`src/rtl/multicycle_controller_if.sv`:
```
// Shared instruction/data memory handshake between the multicycle controller and memory.
interface multicycle_controller_if;
  logic mem_req;
  logic mem_ready;
  logic AdrSrc;
  logic MemWrite;

  modport master (output mem_req, output AdrSrc, output MemWrite, input mem_ready);
  modport slave  (input mem_req, input AdrSrc, input MemWrite, output mem_ready);
endinterface

```
`src/rtl/multicycle_controller.sv`:
```
// RV32I multicycle control FSM with memory wait-state watchdog and illegal-op trapping.
// Optional retired-instruction counter enabled by defining MC_INSTRET_EN.
module multicycle_controller #(
  parameter int unsigned MAX_WAIT  = 16,
  parameter int unsigned WAIT_W    = 8
`ifdef MC_INSTRET_EN
  ,
  parameter int unsigned INSTRET_W = 32
`endif
) (
  input  logic                    clk,
  input  logic                    reset_n,
  multicycle_controller_if.master mem,
  input  logic [6:0]              op,
  input  logic [2:0]              funct3,
  input  logic                    Zero,
  input  logic                    Lt,
  input  logic                    Ltu,
  output logic                    IRWrite,
  output logic                    PCWrite,
  output logic                    RegWrite,
  output logic [1:0]              ALUSrcA,
  output logic [1:0]              ALUSrcB,
  output logic [1:0]              ALUOp,
  output logic [1:0]              ResultSrc,
  output logic [2:0]              ImmSrc,
  output logic [3:0]              state_o,
  output logic                    fault
`ifdef MC_INSTRET_EN
  ,
  output logic [INSTRET_W-1:0]    instret
`endif
);

  localparam logic [6:0] OpLw    = 7'b0000011;
  localparam logic [6:0] OpSw    = 7'b0100011;
  localparam logic [6:0] OpR     = 7'b0110011;
  localparam logic [6:0] OpI     = 7'b0010011;
  localparam logic [6:0] OpBr    = 7'b1100011;
  localparam logic [6:0] OpJal   = 7'b1101111;
  localparam logic [6:0] OpJalr  = 7'b1100111;
  localparam logic [6:0] OpLui   = 7'b0110111;
  localparam logic [6:0] OpAuipc = 7'b0010111;

  typedef enum logic [3:0] {
    StFetch    = 4'd0,
    StDecode   = 4'd1,
    StMemAdr   = 4'd2,
    StMemRead  = 4'd3,
    StMemWb    = 4'd4,
    StMemWrite = 4'd5,
    StExecR    = 4'd6,
    StExecI    = 4'd7,
    StAluWb    = 4'd8,
    StBranch   = 4'd9,
    StJal      = 4'd10,
    StJalrAdr  = 4'd11,
    StUpper    = 4'd12,
    StTrap     = 4'd15
  } state_e;

  state_e              state_q, state_d;
  logic [WAIT_W-1:0]   wait_q, wait_d;
  logic                fault_q;
  logic                mem_state, wd_expire, taken, bad_branch;
  logic                mem_req_c, mem_write_c, ir_write_c, pc_write_c, reg_write_c;

  assign wd_expire = (MAX_WAIT > 0) && (wait_q == WAIT_W'(MAX_WAIT - 1));

  always_comb begin
    taken      = 1'b0;
    bad_branch = 1'b0;
    case (funct3)
      3'b000:  taken = Zero;
      3'b001:  taken = !Zero;
      3'b100:  taken = Lt;
      3'b101:  taken = !Lt;
      3'b110:  taken = Ltu;
      3'b111:  taken = !Ltu;
      default: bad_branch = 1'b1;
    endcase
  end

  always_comb begin
    case (op)
      OpSw:          ImmSrc = 3'b001;
      OpBr:          ImmSrc = 3'b010;
      OpJal:         ImmSrc = 3'b011;
      OpLui, OpAuipc: ImmSrc = 3'b100;
      default:       ImmSrc = 3'b000;
    endcase
  end

  always_comb begin
    state_d     = state_q;
    mem_state   = 1'b0;
    mem_req_c   = 1'b0;
    mem.AdrSrc  = 1'b0;
    mem_write_c = 1'b0;
    ir_write_c  = 1'b0;
    pc_write_c  = 1'b0;
    reg_write_c = 1'b0;
    ALUSrcA     = 2'b00;
    ALUSrcB     = 2'b00;
    ALUOp       = 2'b00;
    ResultSrc   = 2'b00;
    case (state_q)
      StFetch: begin
        mem_state = 1'b1;
        mem_req_c = 1'b1;
        if (mem.mem_ready) begin
          ir_write_c = 1'b1;
          pc_write_c = 1'b1;
          ALUSrcB    = 2'b10;
          ResultSrc  = 2'b10;
          state_d    = StDecode;
        end
      end
      StDecode: begin
        ALUSrcA = 2'b01;
        ALUSrcB = 2'b01;
        case (op)
          OpLw, OpSw:     state_d = StMemAdr;
          OpR:            state_d = StExecR;
          OpI:            state_d = StExecI;
          OpBr:           state_d = StBranch;
          OpJal:          state_d = StJal;
          OpJalr:         state_d = StJalrAdr;
          OpLui, OpAuipc: state_d = StUpper;
          default:        state_d = StTrap;
        endcase
      end
      StMemAdr: begin
        ALUSrcA = 2'b10;
        ALUSrcB = 2'b01;
        state_d = (op == OpSw) ? StMemWrite : StMemRead;
      end
      StMemRead: begin
        mem_state  = 1'b1;
        mem_req_c  = 1'b1;
        mem.AdrSrc = 1'b1;
        if (mem.mem_ready) state_d = StMemWb;
      end
      StMemWb: begin
        ResultSrc   = 2'b01;
        reg_write_c = 1'b1;
        state_d     = StFetch;
      end
      StMemWrite: begin
        mem_state   = 1'b1;
        mem_req_c   = 1'b1;
        mem.AdrSrc  = 1'b1;
        mem_write_c = 1'b1;
        if (mem.mem_ready) state_d = StFetch;
      end
      StExecR, StExecI: begin
        ALUSrcA = 2'b10;
        ALUSrcB = (state_q == StExecI) ? 2'b01 : 2'b00;
        ALUOp   = 2'b10;
        state_d = StAluWb;
      end
      StAluWb: begin
        reg_write_c = 1'b1;
        state_d     = StFetch;
      end
      StBranch: begin
        ALUSrcA    = 2'b10;
        ALUOp      = 2'b01;
        pc_write_c = taken;
        state_d    = bad_branch ? StTrap : StFetch;
      end
      StJalrAdr: begin
        ALUSrcA = 2'b10;
        ALUSrcB = 2'b01;
        state_d = StJal;
      end
      StJal: begin
        ALUSrcA    = 2'b01;
        ALUSrcB    = 2'b10;
        pc_write_c = 1'b1;
        state_d    = StAluWb;
      end
      StUpper: begin
        reg_write_c = 1'b1;
        ResultSrc   = (op == OpLui) ? 2'b11 : 2'b00;
        state_d     = StFetch;
      end
      default: state_d = StTrap;
    endcase
    // A completing access always wins over the watchdog.
    if (mem_state && !mem.mem_ready && wd_expire) state_d = StTrap;
  end

  // Entry into a memory state always follows a cleared count, so clearing off-wait suffices.
  assign wait_d = (mem_state && !mem.mem_ready) ? wait_q + 1'b1 : '0;

  always_ff @(posedge clk or negedge reset_n) begin
    if (!reset_n) begin
      state_q <= StFetch;
      wait_q  <= '0;
      fault_q <= 1'b0;
    end else begin
      state_q <= state_d;
      wait_q  <= wait_d;
      fault_q <= fault_q | (state_d == StTrap);
    end
  end

`ifdef MC_INSTRET_EN
  logic [INSTRET_W-1:0] instret_q;
  logic                 retire;

  assign retire = (state_d == StFetch) &&
                  (state_q inside {StMemWb, StMemWrite, StAluWb, StBranch, StUpper});

  always_ff @(posedge clk or negedge reset_n) begin
    if (!reset_n) instret_q <= '0;
    else if (retire) instret_q <= instret_q + 1'b1;
  end

  assign instret = instret_q;
`endif

  assign mem.mem_req  = mem_req_c & reset_n;
  assign mem.MemWrite = mem_write_c & reset_n;
  assign IRWrite      = ir_write_c & reset_n;
  assign PCWrite      = pc_write_c & reset_n;
  assign RegWrite     = reg_write_c & reset_n;
  assign state_o      = state_q;
  assign fault        = fault_q;

endmodule
```
`src/flat_wrapper.sv`:
```
// flat-port wrapper written by rule: the top's interface ports become plain ports
module multicycle_controller_flat 
#(
  parameter int unsigned MAX_WAIT  = 16,
  parameter int unsigned WAIT_W    = 8

)
  (clk, reset_n, op, funct3, Zero, Lt, Ltu, IRWrite, PCWrite, RegWrite, ALUSrcA, ALUSrcB, ALUOp, ResultSrc, ImmSrc, state_o, fault, mem_mem_req, mem_AdrSrc, mem_MemWrite, mem_mem_ready);
  multicycle_controller_if mem_i ();
  input  logic clk;
  input  logic reset_n;
  input  logic [6:0] op;
  input  logic [2:0] funct3;
  input  logic Zero;
  input  logic Lt;
  input  logic Ltu;
  output logic IRWrite;
  output logic PCWrite;
  output logic RegWrite;
  output logic [1:0] ALUSrcA;
  output logic [1:0] ALUSrcB;
  output logic [1:0] ALUOp;
  output logic [1:0] ResultSrc;
  output logic [2:0] ImmSrc;
  output logic [3:0] state_o;
  output logic fault;
  output wire logic [$bits(mem_i.mem_req)-1:0] mem_mem_req;
  output wire logic [$bits(mem_i.AdrSrc)-1:0] mem_AdrSrc;
  output wire logic [$bits(mem_i.MemWrite)-1:0] mem_MemWrite;
  input wire logic [$bits(mem_i.mem_ready)-1:0] mem_mem_ready;
  assign mem_mem_req = mem_i.mem_req;
  assign mem_AdrSrc = mem_i.AdrSrc;
  assign mem_MemWrite = mem_i.MemWrite;
  assign mem_i.mem_ready = mem_mem_ready;
  multicycle_controller #(.MAX_WAIT(MAX_WAIT), .WAIT_W(WAIT_W)) u_core (.clk(clk), .reset_n(reset_n), .mem(mem_i), .op(op), .funct3(funct3), .Zero(Zero), .Lt(Lt), .Ltu(Ltu), .IRWrite(IRWrite), .PCWrite(PCWrite), .RegWrite(RegWrite), .ALUSrcA(ALUSrcA), .ALUSrcB(ALUSrcB), .ALUOp(ALUOp), .ResultSrc(ResultSrc), .ImmSrc(ImmSrc), .state_o(state_o), .fault(fault));
endmodule
```
`config.mk`:
```
export PLATFORM = sky130hd
export DESIGN_NAME = multicycle_controller_flat
export DESIGN_NICKNAME = d
export VERILOG_FILES = /design/src/rtl/multicycle_controller_if.sv /design/src/rtl/multicycle_controller.sv /design/src/flat_wrapper.sv
export SDC_FILE = /design/constraint.sdc
export NUM_CORES = 1
export LEC_CHECK = 0
export ABC_CLOCK_PERIOD_IN_PS = 1750
export BUFFER_PORTS_ARGS = -buffer_cell sky130_fd_sc_hd__buf_2
export CORE_AREA = 2 2 70 52
export DETAILED_ROUTE_END_ITERATION = 7
export DIE_AREA = 0 0 72 54
export GPL_ROUTABILITY_DRIVEN = 0
export PLACE_DENSITY = 0.64
export SETUP_SLACK_MARGIN = 0.5
export SYNTH_ARGS = -nofsm -noshare
export SYNTH_HDL_FRONTEND = slang
export SYNTH_SLANG_ARGS = --single-unit
```
`constraint.sdc`:
```
create_clock -name clk -period 1.75 [get_ports clk]
set_input_delay 0.525 -clock clk [delete_from_list [all_inputs] [get_ports clk]]
set_output_delay 0.525 -clock clk [all_outputs]
set_load 0.02 [all_outputs]
```
==> impl_metrics.csv <==
group,metric,value,unit
status,outcome,"complete, but fails checks",
status,violations,"setup timing",
routing,num_vias,1415,
layout,multi_input_area,1050,um^2
floorplanning,core,3310,um^2
yosys,synth.largest_area_cell,"dfrtp_1",
power,p_comb_share,79.6,%
floorplanning,die_y,54,um
layout,final_core_utilization,72.7,%
power,powerDensity,1610,nW/um^2
routing,viasPerCell,5.16,
routing,drc_errors,0,
power,switching_share,44.3,%
yosys,synth_seq_cells,13,
yosys,synth.mux.area_fraction,2.92,%
power,clkPwrFrac,7.5,%
critical_path,r2r_slack,-0.13,ns
floorplanning,row_count,18,
global_route,antenna_found_initial,0,
global_route,grt_pass1_wl,6.15,mm
placement,dp_cells,239,
yosys,synth_top_family_by_area,"simple AND/OR/NAND/NOR gates",
timing,fin_ws,-0.387,ns
global_route,grt_use_met2,36.7,%
routing,ant_nets,0,
placement,portBuffers,37,
global_route,grt_max_degree,14,
layout,finalNonFillerCells,274,
yosys,synth_flop_cell,"dfrtp_1",
yosys,synth_simple_gate_area_share,33.5,%
yosys,syn_avg_cell_area,7.71,um^2
timing,setup_viol,23,
floorplanning,ios,38,
timing,timing.final.crit_share,122,%
layout,nFillCells,214,
clocking,clock_latency,0.26,ns
layout,n_antenna_cell,0,
yosys,syn_nets,156,
timing,rsz0062_at_grt,"yes",
critical_path,crit_fanout,7,
power,vdd_ir_drop_max,0.750,mV
yosys,netlist_instances,139,
routing,wl_per_cell,15.9,um
timing,drv_slew,0,
floorplanning,die_area,3890,um^2
critical_path,cp.arrival,1.61,ns
clocking,root_buffer,"clkbuf_8",
routing,drt-initial-drc-count,64,
run,maxCapViolations,0,
power,p_leak,0.00107,uW
clocking,hold_buffers,0,
clocking,numCtsBuffers,3,
placement,post-place-ws,-0.263,ns
timing,setup_tns,-4.37,ns
hold_path,hp-class,"in2async",
yosys,synth_warnings,0,
timing,max_slew_margin,75.6,%
routing,routed_wl,4.36,mm
yosys,synth_common_cells,"nor2_1 (20), nand2_1 (16), dfrtp_1 (13), a21oi_1 (9), nand3_1 (7)",
power,p_sw,1710,uW
layout,stdcell_area,2410,um^2
yosys,synth_adder_area_share,1.17,%
timing,fin_skew,0.0176,ns
clocking,cts_tree,"done",
yosys,synth_top_cell_area_share,30.3,%
yosys,synth-edff-count,0,
clocking,clock_sinks,13,
layout,nets,252,
routing,drt_first_pass_iters,4,
yosys,synth_compound_area_share,19.0,%
power,intPower,2150,uW
yosys,netlist-cell-type-count,43,
layout,drive_gt1_share,70.5,%
yosys,ys_top_cells_by_area,"dfrtp_1 (30%), nor2_1 (7.0%), nand2_1 (5.6%)",
yosys,ys_seq_area_share,30.3,%
layout,syn_to_final_growth,125,%
layout,seq_area,330,um^2
yosys,synth_xor_area_share,7.35,%
global_route,track_usage,20.2,%
clocking,cts_buffer_depth,2,
critical_path,cp-start-kind,"flop",
yosys,yosysMostFrequentCell,"nor2_1",
power,p_seq_share,12.9,%
clocking,path_clk_slew,0.07,ns
placement,place_area,1730,um^2
yosys,synthArstFlopShare,100,%
timing,tightest_slew,0.357,ns
global_route,grt_use_met1,25.4,%
timing,fmax,468,MHz
placement,place_hpwl,2.51,mm
clocking,htree_levels,1,
global_route,grt-ovfl-total,0,
global_route,grt_pass1_vias,1343,
floorplanning,start_util,32.4,%
timing,hold_viol_final,0,
critical_path,crit_type,"reg2out",
yosys,syn-cell-area,1070,um^2
global_route,grt_use_met3,3.37,%
critical_path,crit_required,1.22,ns
timing,period_minus_slack,2.14,ns
floorplanning,die_w,72,um
global_route,top_usage_layer,"met2",
critical_path,critPathCaptureType,"output port",
==> worst max-delay path: stages (launching register included) <==
cell     delay [ns]
dfrtp_2        0.48
buf_6          0.15
buf_8          0.13
nor2_4         0.16
nand2_1        0.11
a21oi_2        0.15
buf_4          0.17
==> cell families (layout without fill, tap and decap cells) <==
kind of cell / after synthesis / count (layout)
fa+ha+maj: 1 / 1
compound gates: 30 / 30
buf+inv: 14 / 109
mux: 3 / 3
simple gates: 69 / 69
xor+xnor: 9 / 9
flops: 13 / 13
==> cells in the final DEF (no fill, tap or decap), types with 5 or more instances in the layout <==
cell,count
buf_4,44
buf_6,38
nor2_4,15
buf_2,13
dfrtp_1,9
nand2_1,8
nand3_1,5
a21oi_2,5
xor2_1,5
==> area by class of cell <==
| cell class | count | area share, % |
|---|---|---|
| Multi-Input combinational cell | 112 | 43.5 |
| Timing Repair Buffer | 100 | 37.9 |
| Sequential cell | 13 | 13.7 |
| Tap cell | 40 | 2.08 |
| Clock buffer | 4 | 1.87 |
| Inverter | 5 | 0.884 |
==> worst paths after layout <==
kind                                    from           endpoint  cells past startpoint
max                        u_core.state_o[1]       ResultSrc[0]                      6
min                                  reset_n   u_core.wait_q[6]                      2
max reg2reg                u_core.state_o[3]  u_core.state_o[2]                      8
min reg2reg                 u_core.wait_q[0]   u_core.wait_q[0]                      1
max in group asynchronous            reset_n  u_core.state_o[0]                      2
min in group clk            u_core.wait_q[0]   u_core.wait_q[0]                      1
==> through the flow <==
step                power (uW)  hold slack, ns
finish                    3860           0.300
global route              4070           0.311
CTS                       3360           0.321
detailed placement        2390           0.448
global placement          2340           0.441
floorplan                 1840           0.229
==> metal layers <==
| layer | wire [um] | vias up |
|---|---|---|
| met4 | 89 | 0 |
| met2 | 2210 | 62 |
| met1 | 1800 | 660 |
| li1 | - | 682 |
| met3 | 253 | 11 |
| met5 | 0 | - |
==> sequential cells by signal (all words and copies together), names as in the netlist <==
signal,flops
u_core.fault,1
u_core.state_o,4
u_core.wait_q,8
==> power by group through the flow <==
stage / combinational (uW) / clock (uW) / sequential (uW)
after floorplan: 1320 / 0 / 519
after global placement: 1790 / 0 / 556
after detailed placement: 1820 / 0 / 563
after CTS: 2610 / 272 / 475
after global routing: 3250 / 311 / 507
final: 3080 / 290 / 500
==> what timing repair did <==
action | 4_1_cts | 5_1_grt
gates resized for setup | 64 | 43
pin swaps | 14 | 18
setup endpoints to repair | 35 | 35
buffers inserted | 23 | 8
Power figures use the tool's default switching activity.
